===== config.mk =====
export PLATFORM = sky130hd
export DESIGN_NAME = instr_fetch_queue
export DESIGN_NICKNAME = d
export VERILOG_FILES = /design/src/rtl/fetch_pkg.sv /design/src/rtl/instr_fifo.sv /design/src/rtl/instr_fetch_queue.sv
export SDC_FILE = /design/constraint.sdc
export NUM_CORES = 1
export LEC_CHECK = 0
export ABC_CLOCK_PERIOD_IN_PS = 6500
export CAP_MARGIN = 20
export CELL_PAD_IN_SITES_DETAIL_PLACEMENT = 1
export CELL_PAD_IN_SITES_GLOBAL_PLACEMENT = 2
export CORE_ASPECT_RATIO = 1.4
export CORE_UTILIZATION = 25
export DETAILED_ROUTE_END_ITERATION = 7
export HOLD_SLACK_MARGIN = 0.12
export PLACE_DENSITY_LB_ADDON = 0.1
export SYNTH_ARGS = -nofsm -noshare
export SYNTH_HDL_FRONTEND = slang
export SYNTH_SLANG_ARGS = --single-unit

===== constraint.sdc =====
create_clock -name Clk -period 6.5 [get_ports Clk]
set_input_delay 0.975 -clock Clk [delete_from_list [all_inputs] [get_ports Clk]]
set_output_delay 0.975 -clock Clk [all_outputs]
set_load 0.05 [all_outputs]

===== src/rtl/fetch_pkg.sv =====
// Shared types and constants for the instruction fetch stage.
// A fetch entry pairs an instruction word with the PC it was fetched from.
package fetch_pkg;

  localparam int INSTR_W = 32;
  localparam int PC_W    = 32;
  localparam logic [PC_W-1:0] PC_INC = 32'd4;

  typedef struct packed {
    logic [PC_W-1:0]    pc;
    logic [INSTR_W-1:0] instr;
  } fetch_entry_t;

endpackage


===== src/rtl/instr_fifo.sv =====
// Synchronous FIFO of fetch entries. Flush empties the queue and overrides push/pop.
// The head entry is read straight from storage, so it is stable while not popped.
module instr_fifo
  import fetch_pkg::*;
#(
  parameter  int DEPTH = 4,
  localparam int AW    = $clog2(DEPTH),
  localparam int CW    = AW + 1
) (
  input  logic         clk,
  input  logic         reset,
  input  logic         push,
  input  fetch_entry_t push_data,
  input  logic         pop,
  input  logic         flush,
  output fetch_entry_t head,
  output logic [CW-1:0] count
);

  fetch_entry_t  mem_q [DEPTH];
  fetch_entry_t  mem_d [DEPTH];
  logic [AW-1:0] rd_ptr_q, rd_ptr_d;
  logic [AW-1:0] wr_ptr_q, wr_ptr_d;
  logic [CW-1:0] count_q, count_d;
  logic          do_push, do_pop;

  always_comb begin
    // NOTE: every signal gets a default first so no path leaves it unassigned (no latches).
    mem_d    = mem_q;
    rd_ptr_d = rd_ptr_q;
    wr_ptr_d = wr_ptr_q;
    count_d  = count_q;
    do_pop   = pop && (count_q != '0);
    do_push  = push && ((count_q != CW'(DEPTH)) || do_pop);
    if (flush) begin
      rd_ptr_d = '0;
      wr_ptr_d = '0;
      count_d  = '0;
    end else begin
      if (do_push) begin
        mem_d[wr_ptr_q] = push_data;
        wr_ptr_d        = wr_ptr_q + AW'(1);
      end
      if (do_pop) rd_ptr_d = rd_ptr_q + AW'(1);
      count_d = count_q + CW'(do_push) - CW'(do_pop);
    end
  end

  always_ff @(posedge clk) begin
    // NOTE: non-blocking assignments so every flop samples pre-edge values.
    if (reset) begin
      // NOTE: storage is cleared on reset because the head word is visible on Instr/InstrPC.
      for (int i = 0; i < DEPTH; i++) mem_q[i] <= '0;
      rd_ptr_q <= '0;
      wr_ptr_q <= '0;
      count_q  <= '0;
    end else begin
      mem_q    <= mem_d;
      rd_ptr_q <= rd_ptr_d;
      wr_ptr_q <= wr_ptr_d;
      count_q  <= count_d;
    end
  end

  assign head  = mem_q[rd_ptr_q];
  assign count = count_q;

endmodule


===== src/rtl/instr_fetch_queue.sv =====
// Fetch stage: owns the fetch PC, issues 1-cycle-latency imem reads and buffers
// {pc, instr} pairs for the datapath behind a valid/ready handshake.
module instr_fetch_queue
  import fetch_pkg::*;
#(
  parameter  int              DEPTH    = 4,
  parameter  logic [PC_W-1:0] RESET_PC = 32'h0000_0000,
  localparam int              CW       = $clog2(DEPTH) + 1
) (
  input  logic               Clk,
  input  logic               Reset,
  output logic               ImemReq,
  output logic [PC_W-1:0]    ImemAddr,
  input  logic [INSTR_W-1:0] ImemData,
  input  logic               Redirect,
  input  logic [PC_W-1:0]    RedirectPC,
  output logic               InstrValid,
  output logic [INSTR_W-1:0] Instr,
  output logic [PC_W-1:0]    InstrPC,
  input  logic               InstrReady,
  output logic [CW-1:0]      Count
);

  logic [PC_W-1:0] fpc_q, fpc_d;
  logic [PC_W-1:0] pend_pc_q, pend_pc_d;
  logic            in_flight_q, in_flight_d;
  logic [CW:0]     credit;
  logic            fifo_push, fifo_pop;
  fetch_entry_t    push_entry, head;
  logic [CW-1:0]   fifo_count;

  always_comb begin
    // Credit counts the in-flight word so a returning response always has a free slot.
    credit      = {1'b0, fifo_count} + (CW+1)'(in_flight_q);
    ImemReq     = !Reset && !Redirect && (credit < (CW+1)'(DEPTH));
    fpc_d       = fpc_q;
    pend_pc_d   = pend_pc_q;
    in_flight_d = 1'b0;
    if (Redirect) begin
      fpc_d = {RedirectPC[PC_W-1:2], 2'b00};
    end else if (ImemReq) begin
      fpc_d       = fpc_q + PC_INC;
      pend_pc_d   = fpc_q;
      in_flight_d = 1'b1;
    end
    fifo_push  = in_flight_q && !Redirect;
    fifo_pop   = (fifo_count != '0) && InstrReady && !Redirect;
    push_entry = '{pc: pend_pc_q, instr: ImemData};
  end

  always_ff @(posedge Clk) begin
    if (Reset) begin
      fpc_q       <= RESET_PC;
      pend_pc_q   <= '0;
      in_flight_q <= 1'b0;
    end else begin
      fpc_q       <= fpc_d;
      pend_pc_q   <= pend_pc_d;
      in_flight_q <= in_flight_d;
    end
  end

  instr_fifo #(.DEPTH(DEPTH)) u_fifo (
    .clk       (Clk),
    .reset     (Reset),
    .push      (fifo_push),
    .push_data (push_entry),
    .pop       (fifo_pop),
    .flush     (Redirect),
    .head      (head),
    .count     (fifo_count)
  );

  assign ImemAddr   = fpc_q;
  assign InstrValid = (fifo_count != '0);
  assign Instr      = head.instr;
  assign InstrPC    = head.pc;
  assign Count      = fifo_count;

endmodule

==> load_flow_metrics.sql, run 1 <==
INSERT INTO impl_metrics (metric_group, metric, value, unit) VALUES
('clock_network', 'source_to_sink_clock_delay_at_the_later_pin_of_the_worst_skew_pair', '550', 'ps'),
('clock_network', 'tritoncts_clock_tree', 'built', ''),
('synthesis', 'number_of_synthesized_register_bits', '316', ''),
('timing', 'fin_ws', '2010', 'ps'),
('worst_setup_path', 'startpoint_type', 'input port', ''),
('clock_network', 'clock_tree.htree_level_count', '2', ''),
('clock_network', 'cts.clk_slew.worst_paths', '60', 'ps'),
('routing', 'avgRoutedWirePerCell', '20.3', 'µm'),
('clock_network', 'cts.repair_timing.setup_buffer_count', '0', ''),
('synthesis', 'count_of_distinct_cell_types_in_the_synthesized_netlist', '50', ''),
('flow_run', 'max_cap_violations', '0', ''),
('floorplan', 'chipHeight', '273', 'µm'),
('synthesis', 'synth.top_cell.area_share', '48.3', '%'),
('worst_setup_path', 'cp.required', '5520', 'ps'),
('worst_setup_path', 'crit_path_max_fanout', '14', ''),
('timing', 'final_max_slew_viol_count', '0', ''),
('worst_setup_path', 'worstSetupPathType', 'input port to primary output', ''),
('placed_design', 'io_buffers', '162', ''),
('synthesis', 'synth_simple_gate_area_share', '20.9', '%'),
('routing', 'route.vias.total', '11200', ''),
('timing', 'timing.max_slew.rel_slack', '35.7', '%'),
('synthesis', 'netlist.top_cell.by_area', 'sky130_fd_sc_hd__dfxtp_1', ''),
('synthesis', 'syn_area_per_cell', '8.41', 'µm²'),
('synthesis', 'post_synth_arst_share', '0', '%'),
('timing', 'clock_skew', '20.5', 'ps'),
('finish', 'layout.cell_area.non_filler', '16500', 'µm²'),
('timing', 'rsz0062_at_grt', 'no', ''),
('routing', 'first_pass_iters', '4', ''),
('timing', 'final_count_of_negative_setup_slack_endpoints', '0', ''),
('placed_design', 'post-place-cells', '2266', ''),
('timing', 'finalWorstPathRequiredPeriod', '4490', 'ps'),
('synthesis', 'synth_cells', '1557', ''),
('grt', 'global_route.usage.total', '17.9', '%'),
('clock_network', 'cts-buffers-inserted', '38', ''),
('placed_design', 'place_ws', '1950', 'ps'),
('power_and_ir_drop', 'max-vdd-ir-drop', '0.192', 'mV'),
('floorplan', 'die_width', '195', 'µm'),
('finish', 'antennaDiodeCount', '0', ''),
('power_and_ir_drop', 'power.static_leakage', '5.20', 'nW'),
('routing', 'detail_route.vias_per_cell', '4.82', ''),
('synthesis', 'post-synth-top-count-cell', 'sky130_fd_sc_hd__nand2_1', ''),
('routing', 'drtIter0Drc', '422', ''),
('synthesis', 'total_standard_cell_area_after_synthesis', '13100', 'µm²'),
('placed_design', 'dpl.hpwl', '27900', 'µm'),
('floorplan', 'die_area', '53300', 'µm²'),
('floorplan', 'num_io_pins', '169', ''),
('worst_setup_path', 'r2r_setup_slack', '3670', 'ps'),
('routing', 'final_wirelength', '47400', 'µm'),
('synthesis', 'synth_compound_area_share', '13.2', '%'),
('floorplan', 'core.rowCount', '98', ''),
('routing', 'drt.antenna.violating_nets', '0', ''),
('grt', 'first_pass_grt_wire_length', '72800', 'µm'),
('grt', 'first_global_vias', '11800', ''),
('timing', 'finalHoldViolations', '0', ''),
('floorplan', 'initial_utilization', '25.5', '%'),
('floorplan', 'core_area', '51400', 'µm²'),
('placed_design', 'dpl-instance-area', '15300', 'µm²'),
('clock_network', 'ctsHoldBuffers', '0', ''),
('grt', 'antenna_violations_before_repair', '0', ''),
('timing', 'tightest_slew', '964', 'ps'),
('routing', 'drc', '0', ''),
('placed_design', 'gp_congestion', '0.698', ''),
('synthesis', 'yosysWarnings', '0', ''),
('synthesis', 'synth-edff-count', '0', ''),
('synthesis', 'synth.cells.most_frequent', 'sky130_fd_sc_hd__nand2_1 (580), sky130_fd_sc_hd__dfxtp_1 (316), sky130_fd_sc_hd__a21oi_1 (284), sky130_fd_sc_hd__clkbuf_1 (116), sky130_fd_sc_hd__mux4_2 (62)', ''),
('timing', 'timing.setup.tns', '0', 'ps'),
('run_status', 'status', 'complete, no violations', ''),
('finish', 'finalNonFillerCells', '2333', ''),
('timing', 'maxClockFrequency', '223', 'MHz'),
('clock_network', 'ctsResizeCount', '0', ''),
('grt', 'largest_net_degree_at_the_start_of_global_routing', '81', '');
==> kinds of logic (layout without fill, tap and decap cells) <==
group                    count (synthesis)  in the layout
other                                    1              4
AO/OA/AOI/OAI                          325            325
buffers and inverters                  138            261
multiplexers                            63             63
flip-flops                             316            316
XOR/XNOR                                27             27
adder cells (fa/ha/maj)                  9              9
AND/OR/NAND/NOR                        678            678
==> routing by layer <==
metal  vias up  wire [µm]  GRT usage, %  part of all wire, %
met3        51       1470          2.52                  3.1
met2       171      24500          32.6                   52
li1       5457          -             -                    -
met5         -          0             0                    0
met4         0        838          4.62                  1.8
met1      5570      20600          21.8                   43
==> layout make-up <==
| type | count | area [µm²] |
|---|---|---|
| clock inverter | 9 | 97.6 |
| multi-input combinational | 1106 | 6250 |
| fill | 5998 | 34900 |
| tap | 650 | 813 |
| timing repair buffer | 181 | 1820 |
| clock buffer | 58 | 1160 |
| inverter | 13 | 48.8 |
| sequential | 316 | 6330 |
==> stage by stage <==
| stage | total power [mW] | util (%) | hold WS [ps] |
|---|---|---|---|
| after CTS | 4.60 | 32.2 | 452 |
| final | 4.50 | 32.2 | 449 |
| after global routing | 4.68 | 32.2 | 471 |
| after floorplan | 2.22 | - | 433 |
| after global placement | 2.38 | 29.7 | 439 |
| after detailed placement | 2.38 | 29.7 | 444 |
==> report_power, final <==
group          leakage, nW  internal, mW  switching [mW]
clock                0.619          1.31           0.869
sequential            2.56          1.97          0.0442
combinational         2.02         0.112           0.207
total                 5.20          3.38            1.12
==> registers in the layout, summed over array words and instances, names as in the netlist <==
| signal | flops |
|---|---|
| u_fifo.wr_ptr_q | 2 |
| ImemAddr | 30 |
| pend_pc_q | 30 |
| u_fifo.mem_q | 248 |
| in_flight_q | 1 |
| u_fifo.count | 3 |
| u_fifo.rd_ptr_q | 2 |
==> worst paths after layout <==
check | cells after the start | endpoint | startpoint
max | 5 | ImemReq | Redirect
min | 2 | u_fifo.mem_q[209]$_SDFFE_PP0P_ | u_fifo.mem_q[209]$_SDFFE_PP0P_
max reg2reg | 6 | u_fifo.mem_q[70]$_SDFFE_PP0P_ | u_fifo.count[2]$_SDFF_PP0_
min reg2reg | 2 | u_fifo.mem_q[209]$_SDFFE_PP0P_ | u_fifo.mem_q[209]$_SDFFE_PP0P_
==> worst max-delay path: stages <==
cell and delay (ps):
sky130_fd_sc_hd__clkdlybuf4s50_1 740, sky130_fd_sc_hd__or2_1 500, sky130_fd_sc_hd__o32a_1 400, sky130_fd_sc_hd__inv_2 80, sky130_fd_sc_hd__clkdlybuf4s50_1 800
==> placed cells by master, fill, tap and decap left out, drive strengths merged, types with 4 or more instances in the layout <==
cell	count
buf	20
and2	7
conb	4
nand2	580
nand3	10
nor3	5
and3	4
and4	4
a211oi	18
ha	8
nor2	31
inv	13
nand4	10
dfxtp	316
xnor2	16
nor4	11
xor2	11
mux4	62
clkbuf	58
a31oi	4
clkdlybuf4s50	161
clkinv	6
a21oi	284
(Power assumes the default switching activity.)
==> run 2: changes to the inputs <==
- ABC_CLOCK_PERIOD_IN_PS: 6500 -> 4500
- clock period: 6.5 -> 4.5 ns (I/O delays scaled with it)
==> load_flow_metrics.sql, run 2 (synthesized netlist as in run 1, its figures left out) <==
INSERT INTO impl_metrics (metric_group, metric, value, unit) VALUES
('run_status', 'status', 'complete, no violations', ''),
('floorplan', 'core_area', '51400', 'µm²'),
('finish', 'flow.area_growth_from_synthesis', '26.3', '%'),
('floorplan', 'die_width', '195', 'µm'),
('timing', 'holdWs', '451', 'ps'),
('routing', 'drc', '0', ''),
('clock_network', 'source_to_sink_clock_delay_at_the_later_pin_of_the_worst_skew_pair', '530', 'ps'),
('min_path', 'worstHoldPathType', 'flip-flop to flip-flop', ''),
('worst_setup_path', 'startpoint_type', 'flip-flop', ''),
('timing', 'tightest_slew', '1030', 'ps'),
('finish', 'mostFrequentLayoutCell', 'sky130_fd_sc_hd__nand2_1', ''),
('grt', 'global_route.usage.total', '17.8', '%'),
('clock_network', 'cts-buffers-inserted', '39', ''),
('min_path', 'whs_path_depth', '2', ''),
('routing', 'first_pass_iters', '4', ''),
('power_and_ir_drop', 'power.static_leakage', '5.20', 'nW'),
('finish', 'finalNonFillerCells', '2337', ''),
('placed_design', 'io_buffers', '162', ''),
('timing', 'finalWorstPathRequiredPeriod', '3540', 'ps'),
('placed_design', 'post-place-cells', '2271', ''),
('finish', 'fraction_of_final_layout_cells_sized_beyond_drive_strength_1', '9.31', '%'),
('timing', 'timing.max_slew.rel_slack', '31.6', '%'),
('floorplan', 'core.rowCount', '98', ''),
('worst_setup_path', 'critical_path_arrival', '2870', 'ps'),
('floorplan', 'initial_utilization', '25.5', '%'),
('timing', 'period_share', '78.8', '%'),
('placed_design', 'dpl.hpwl', '28200', 'µm'),
('grt', 'antenna_violations_before_repair', '1', ''),
('timing', 'final_max_slew_viol_count', '0', ''),
('timing', 'final_count_of_negative_setup_slack_endpoints', '0', ''),
('worst_setup_path', 'crit_path_max_fanout', '35', ''),
('routing', 'final_wirelength', '47200', 'µm'),
('routing', 'avgRoutedWirePerCell', '20.2', 'µm'),
('finish', 'largest-register', 'u_fifo.mem_q', ''),
('finish', 'largest_register_ffs', '248', ''),
('power_and_ir_drop', 'power_density', '388', 'nW/µm²'),
('finish', 'most_frequent_cells_in_the_layout', 'sky130_fd_sc_hd__nand2_1 (576), sky130_fd_sc_hd__dfxtp_1 (314), sky130_fd_sc_hd__a21oi_1 (284)', ''),
('worst_setup_path', 'worstSetupPathType', 'flip-flop to primary output', ''),
('clock_network', 'root_buffer', 'sky130_fd_sc_hd__clkbuf_16', ''),
('floorplan', 'num_io_pins', '169', ''),
('routing', 'drt.antenna.violating_nets', '0', ''),
('power_and_ir_drop', 'max-vdd-ir-drop', '0.200', 'mV'),
('routing', 'drtIter0Drc', '308', ''),
('clock_network', 'ctsResizeCount', '0', ''),
('clock_network', 'tritoncts_clock_tree', 'built', ''),
('worst_setup_path', 'r2r_setup_slack', '1570', 'ps'),
('grt', 'first_pass_grt_wire_length', '72600', 'µm'),
('floorplan', 'chipHeight', '273', 'µm'),
('worst_setup_path', 'ff2ff_path_depth', '6', ''),
('routing', 'detail_route.vias_per_cell', '4.82', ''),
('flow_run', 'max_cap_violations', '0', ''),
('finish', 'design.final.nets', '1740', ''),
('clock_network', 'cts.clk_slew.worst_paths', '60', 'ps'),
('worst_setup_path', 'cp.required', '3830', 'ps'),
('timing', 'finalHoldViolations', '0', ''),
('clock_network', 'ctsHoldBuffers', '0', ''),
('routing', 'route.vias.total', '11300', ''),
('floorplan', 'die_area', '53300', 'µm²'),
('placed_design', 'gp_congestion', '0.705', ''),
('grt', 'gr-total-overflow', '0', ''),
('timing', 'clock_skew', '18.1', 'ps'),
('worst_setup_path', 'timing.rr.end', 'u_fifo.mem_q[71]$_SDFFE_PP0P_', ''),
('timing', 'timing.setup.tns', '0', 'ps'),
('clock_network', 'max-clock-path-buffers', '3', ''),
('min_path', 'timing.hold.worst.start', 'u_fifo.mem_q[46]$_SDFFE_PP0P_', ''),
('finish', 'layout.core_utilization', '32.2', '%'),
('clock_network', 'cts.repair_timing.setup_buffer_count', '0', ''),
('grt', 'largest_net_degree_at_the_start_of_global_routing', '92', ''),
('timing', 'maxClockFrequency', '282', 'MHz'),
('power_and_ir_drop', 'total_power_of_the_final_layout', '6.42', 'mW'),
('clock_network', 'clock-sinks', '316', ''),
('finish', 'layout.filler_cells', '5953', ''),
('timing', 'rsz0062_at_grt', 'no', ''),
('worst_setup_path', 'end_kind', 'primary output', ''),
('min_path', 'hold-path-endpoint', 'u_fifo.mem_q[46]$_SDFFE_PP0P_', ''),
('clock_network', 'clock_tree.htree_level_count', '2', ''),
('worst_setup_path', 'launch_instance_of_the_worst_register_to_register_path', 'u_fifo.count[1]$_SDFF_PP0_', ''),
('grt', 'first_global_vias', '12000', '');
==> run 2: power breakdown <==
group	switching (mW)	internal (mW)	total, mW
Combinational	0.300	0.162	0.462
Clock	1.21	1.84	3.05
Sequential	0.0637	2.84	2.90
Total	1.57	4.84	6.42
==> run 2: metrics by stage <==
| step | worst slack (ps) | area [µm²] |
|---|---|---|
| floorplan | 1530 | 13100 |
| global placement | 739 | 15300 |
| detailed placement | 721 | 15300 |
| CTS | 849 | 16500 |
| global route | 783 | 16500 |
| finish | 955 | 16500 |
==> run 2: routing by layer <==
layer	vias up	routed length, µm	part of all wire [%]	track usage [%]
li1	5456	-	-	-
met1	5592	20200	43	21.4
met2	177	24600	52	32.8
met3	51	1430	3.0	2.37
met4	0	859	1.8	4.79
met5	-	0	0	0
==> run 2: worst max path at each step <==
stage                                     from                              to  slack [ps]  depth (start not counted)
6_report       u_fifo.rd_ptr_q[0]$_SDFFE_PP0P_                     InstrPC[23]         960                          3
5_1_grt        u_fifo.rd_ptr_q[0]$_SDFFE_PP0P_                     InstrPC[16]         780                          3
4_1_cts        u_fifo.rd_ptr_q[0]$_SDFFE_PP0P_                      InstrPC[6]         850                          3
3_5_place_dp                        InstrReady  u_fifo.mem_q[135]$_SDFFE_PP0P_         720                          7
3_3_place_gp                        InstrReady  u_fifo.mem_q[183]$_SDFFE_PP0P_         740                          7
2_1_floorplan                         Redirect                         ImemReq        1530                          6
==> run 2: worst max-delay path, cell delays in order, from the launching register on <==
cell and delay, ps:
sky130_fd_sc_hd__dfxtp_4 600, sky130_fd_sc_hd__buf_12 370, sky130_fd_sc_hd__mux4_2 610, sky130_fd_sc_hd__clkdlybuf4s50_1 730
==> run 2: final cells by class <==
type | count | area [µm²] | share of cell area [%]
Sequential cell | 316 | 6330 | 38.3
Clock buffer | 61 | 1180 | 7.15
Clock inverter | 3 | 42.5 | 0.257
Tap cell | 650 | 813 | 4.92
Antenna cell | 1 | 2.50 | 0.0151
Multi-Input combinational cell | 1106 | 6250 | 37.8
Inverter | 13 | 48.8 | 0.295
Timing Repair Buffer | 187 | 1850 | 11.2
==> run 3: changes to the inputs <==
- ABC_CLOCK_PERIOD_IN_PS: 4500 -> 3400
- clock period: 4.5 -> 3.4 ns (I/O delays scaled with it)
==> load_flow_metrics.sql, run 3 (synthesized netlist as in run 1, its figures left out) <==
INSERT INTO impl_metrics (metric_group, metric, value, unit) VALUES
('floorplan', 'core_area', '51400', 'µm²'),
('min_path', 'worstHoldPathType', 'input port to flip-flop', ''),
('worst_setup_path', 'crit_path_start', 'u_fifo.rd_ptr_q[0]$_SDFFE_PP0P_', ''),
('placed_design', 'dpl.hpwl', '28100', 'µm'),
('finish', 'most_frequent_cells_in_the_layout', 'sky130_fd_sc_hd__nand2_1 (576), sky130_fd_sc_hd__dfxtp_1 (314), sky130_fd_sc_hd__a21oi_1 (284)', ''),
('worst_setup_path', 'timing.critical_path.slowest_cell_delay', '730', 'ps'),
('finish', 'largest_register_ffs', '248', ''),
('placed_design', 'dpl-instance-area', '15500', 'µm²'),
('min_path', 'timing.hold.worst.start', 'Reset', ''),
('worst_setup_path', 'launch_instance_of_the_worst_register_to_register_path', 'ImemAddr[18]$_SDFFE_PP0P_', ''),
('routing', 'detail_route.vias_per_cell', '4.81', ''),
('timing', 'rsz0062_at_grt', 'no', ''),
('grt', 'antenna_violations_before_repair', '0', ''),
('finish', 'layout.cell_area.non_filler', '16800', 'µm²'),
('power_and_ir_drop', 'total_power_of_the_final_layout', '8.62', 'mW'),
('clock_network', 'ctsResizeCount', '0', ''),
('floorplan', 'die_width', '195', 'µm'),
('worst_setup_path', 'startpoint_type', 'flip-flop', ''),
('finish', 'mostFrequentLayoutCell', 'sky130_fd_sc_hd__nand2_1', ''),
('power_and_ir_drop', 'combinationalPowerShare', '7.4', '%'),
('finish', 'finalNonFillerCells', '2353', ''),
('timing', 'holdWs', '384', 'ps'),
('grt', 'grt_use_met1', '22.0', '%'),
('finish', 'layout.core_utilization', '32.7', '%'),
('finish', 'largest-register', 'u_fifo.mem_q', ''),
('placed_design', 'gp_congestion', '0.723', ''),
('power_and_ir_drop', 'power_density', '513', 'nW/µm²'),
('routing', 'drtIter0Drc', '421', ''),
('timing', 'tightest_slew', '848', 'ps'),
('clock_network', 'root_buffer', 'sky130_fd_sc_hd__clkbuf_16', ''),
('grt', 'global_routing_met2_resource_utilization', '32.0', '%'),
('grt', 'first_pass_grt_wire_length', '73400', 'µm'),
('clock_network', 'source_to_sink_clock_delay_at_the_later_pin_of_the_worst_skew_pair', '570', 'ps'),
('finish', 'seqCellArea', '6330', 'µm²'),
('worst_setup_path', 'crit_path_top_delay_cell', 'sky130_fd_sc_hd__clkdlybuf4s50_1', ''),
('clock_network', 'cts.clk_slew.worst_paths', '50', 'ps'),
('routing', 'drc', '0', ''),
('floorplan', 'die_area', '53300', 'µm²'),
('floorplan', 'num_io_pins', '169', ''),
('flow_run', 'max_cap_violations', '0', ''),
('finish', 'layout.filler_cells', '5982', ''),
('power_and_ir_drop', 'clock_power_share', '48.2', '%'),
('clock_network', 'ctsHoldBuffers', '0', ''),
('timing', 'timing.setup.tns', '0', 'ps'),
('grt', 'global_route.usage.total', '18.0', '%'),
('clock_network', 'clock-sinks', '316', ''),
('routing', 'first_pass_iters', '4', ''),
('timing', 'clock_skew', '19.0', 'ps'),
('grt', 'largest_net_degree_at_the_start_of_global_routing', '128', ''),
('worst_setup_path', 'worstSetupPathType', 'flip-flop to primary output', ''),
('finish', 'flow.area_growth_from_synthesis', '28.3', '%'),
('finish', 'antennaDiodeCount', '0', ''),
('finish', 'fraction_of_final_layout_cells_sized_beyond_drive_strength_1', '10.2', '%'),
('floorplan', 'initial_utilization', '25.5', '%'),
('floorplan', 'core.rowCount', '98', ''),
('timing', 'timing.max_slew.rel_slack', '43.5', '%'),
('floorplan', 'chipHeight', '273', 'µm'),
('clock_network', 'tritoncts_clock_tree', 'built', ''),
('power_and_ir_drop', 'share_seq_of_total_power', '44.5', '%'),
('power_and_ir_drop', 'power.static_leakage', '5.35', 'nW'),
('placed_design', 'place_ws', '380', 'ps'),
('grt', 'globalRoute.busiestLayer', 'met2', ''),
('run_status', 'status', 'complete, no violations', ''),
('placed_design', 'io_buffers', '162', ''),
('timing', 'final_max_slew_viol_count', '0', ''),
('clock_network', 'cts.repair_timing.setup_buffer_count', '0', ''),
('routing', 'final_wirelength', '47500', 'µm'),
('finish', 'multi_input_area', '6250', 'µm²'),
('timing', 'period_share', '91.9', '%'),
('routing', 'avgRoutedWirePerCell', '20.2', 'µm'),
('power_and_ir_drop', 'power_report.internal_total', '6.45', 'mW'),
('timing', 'maxClockFrequency', '320', 'MHz'),
('grt', 'first_global_vias', '11900', ''),
('grt', 'gr-total-overflow', '0', ''),
('worst_setup_path', 'critical_path_arrival', '2620', 'ps'),
('timing', 'final_count_of_negative_setup_slack_endpoints', '0', ''),
('grt', 'met3_usage', '2.89', '%'),
('placed_design', 'post-place-cells', '2283', ''),
('worst_setup_path', 'cp_cell_sequence', 'buf_12 > mux4_2 > clkdlybuf4s50_1', ''),
('worst_setup_path', 'end_kind', 'primary output', ''),
('clock_network', 'cts-buffers-inserted', '39', ''),
('worst_setup_path', 'cp.required', '2890', 'ps'),
('timing', 'finalWorstPathRequiredPeriod', '3130', 'ps'),
('clock_network', 'max-clock-path-buffers', '3', ''),
('power_and_ir_drop', 'netSwitchingPower', '2.17', 'mW'),
('worst_setup_path', 'crit_path_max_fanout', '37', ''),
('power_and_ir_drop', 'power.switching_fraction', '25.2', '%'),
('clock_network', 'clock_tree.htree_level_count', '2', ''),
('timing', 'fin_ws', '275', 'ps'),
('timing', 'finalHoldViolations', '0', ''),
('routing', 'drt.antenna.violating_nets', '0', ''),
('power_and_ir_drop', 'max-vdd-ir-drop', '0.331', 'mV'),
('finish', 'design.final.nets', '1751', ''),
('routing', 'route.vias.total', '11300', '');
## run 3: critical path, delay by kind of cell (launching register included)
kind,cells,cell delay (ps)
buffers and inverters,2,1060
DFF,1,370
muxes,1,630
## run 3: path summary, 6_finish.rpt
| kind | to | slack [ps] | cells after the start |
|---|---|---|---|
| setup / recovery | InstrPC[23] | 270 | 3 |
| hold / removal | pend_pc_q[28]$_SDFFE_PP0P_ | 380 | 2 |
| setup reg to reg | ImemAddr[24]$_SDFFE_PP0P_ | 790 | 5 |
| hold reg to reg | u_fifo.mem_q[105]$_SDFFE_PP0P_ | 450 | 2 |
## run 3: power groups by stage
| stage | logic (mW) | clock network (mW) | registers, mW |
|---|---|---|---|
| floorplan | 0.275 | 0 | 3.98 |
| global placement | 0.645 | 0 | 3.92 |
| detailed placement | 0.645 | 0 | 3.92 |
| CTS | 0.647 | 4.32 | 3.83 |
| global route | 0.680 | 4.46 | 3.84 |
| finish | 0.635 | 4.15 | 3.83 |
## run 3: cell type report
cell class	count	area share, %
clock buffers	63	7.07
clock inverters	7	0.447
inverters	13	0.291
multi-input cells	1106	37.2
flip-flops and latches	316	37.7
well taps	650	4.84
repair buffers	198	12.4
## run 3: layer usage
layer	vias to the layer above	share of wire [%]
li1	5486	-
met1	5597	43
met3	63	3.3
met4	0	2.6
met2	176	51
met5	-	0
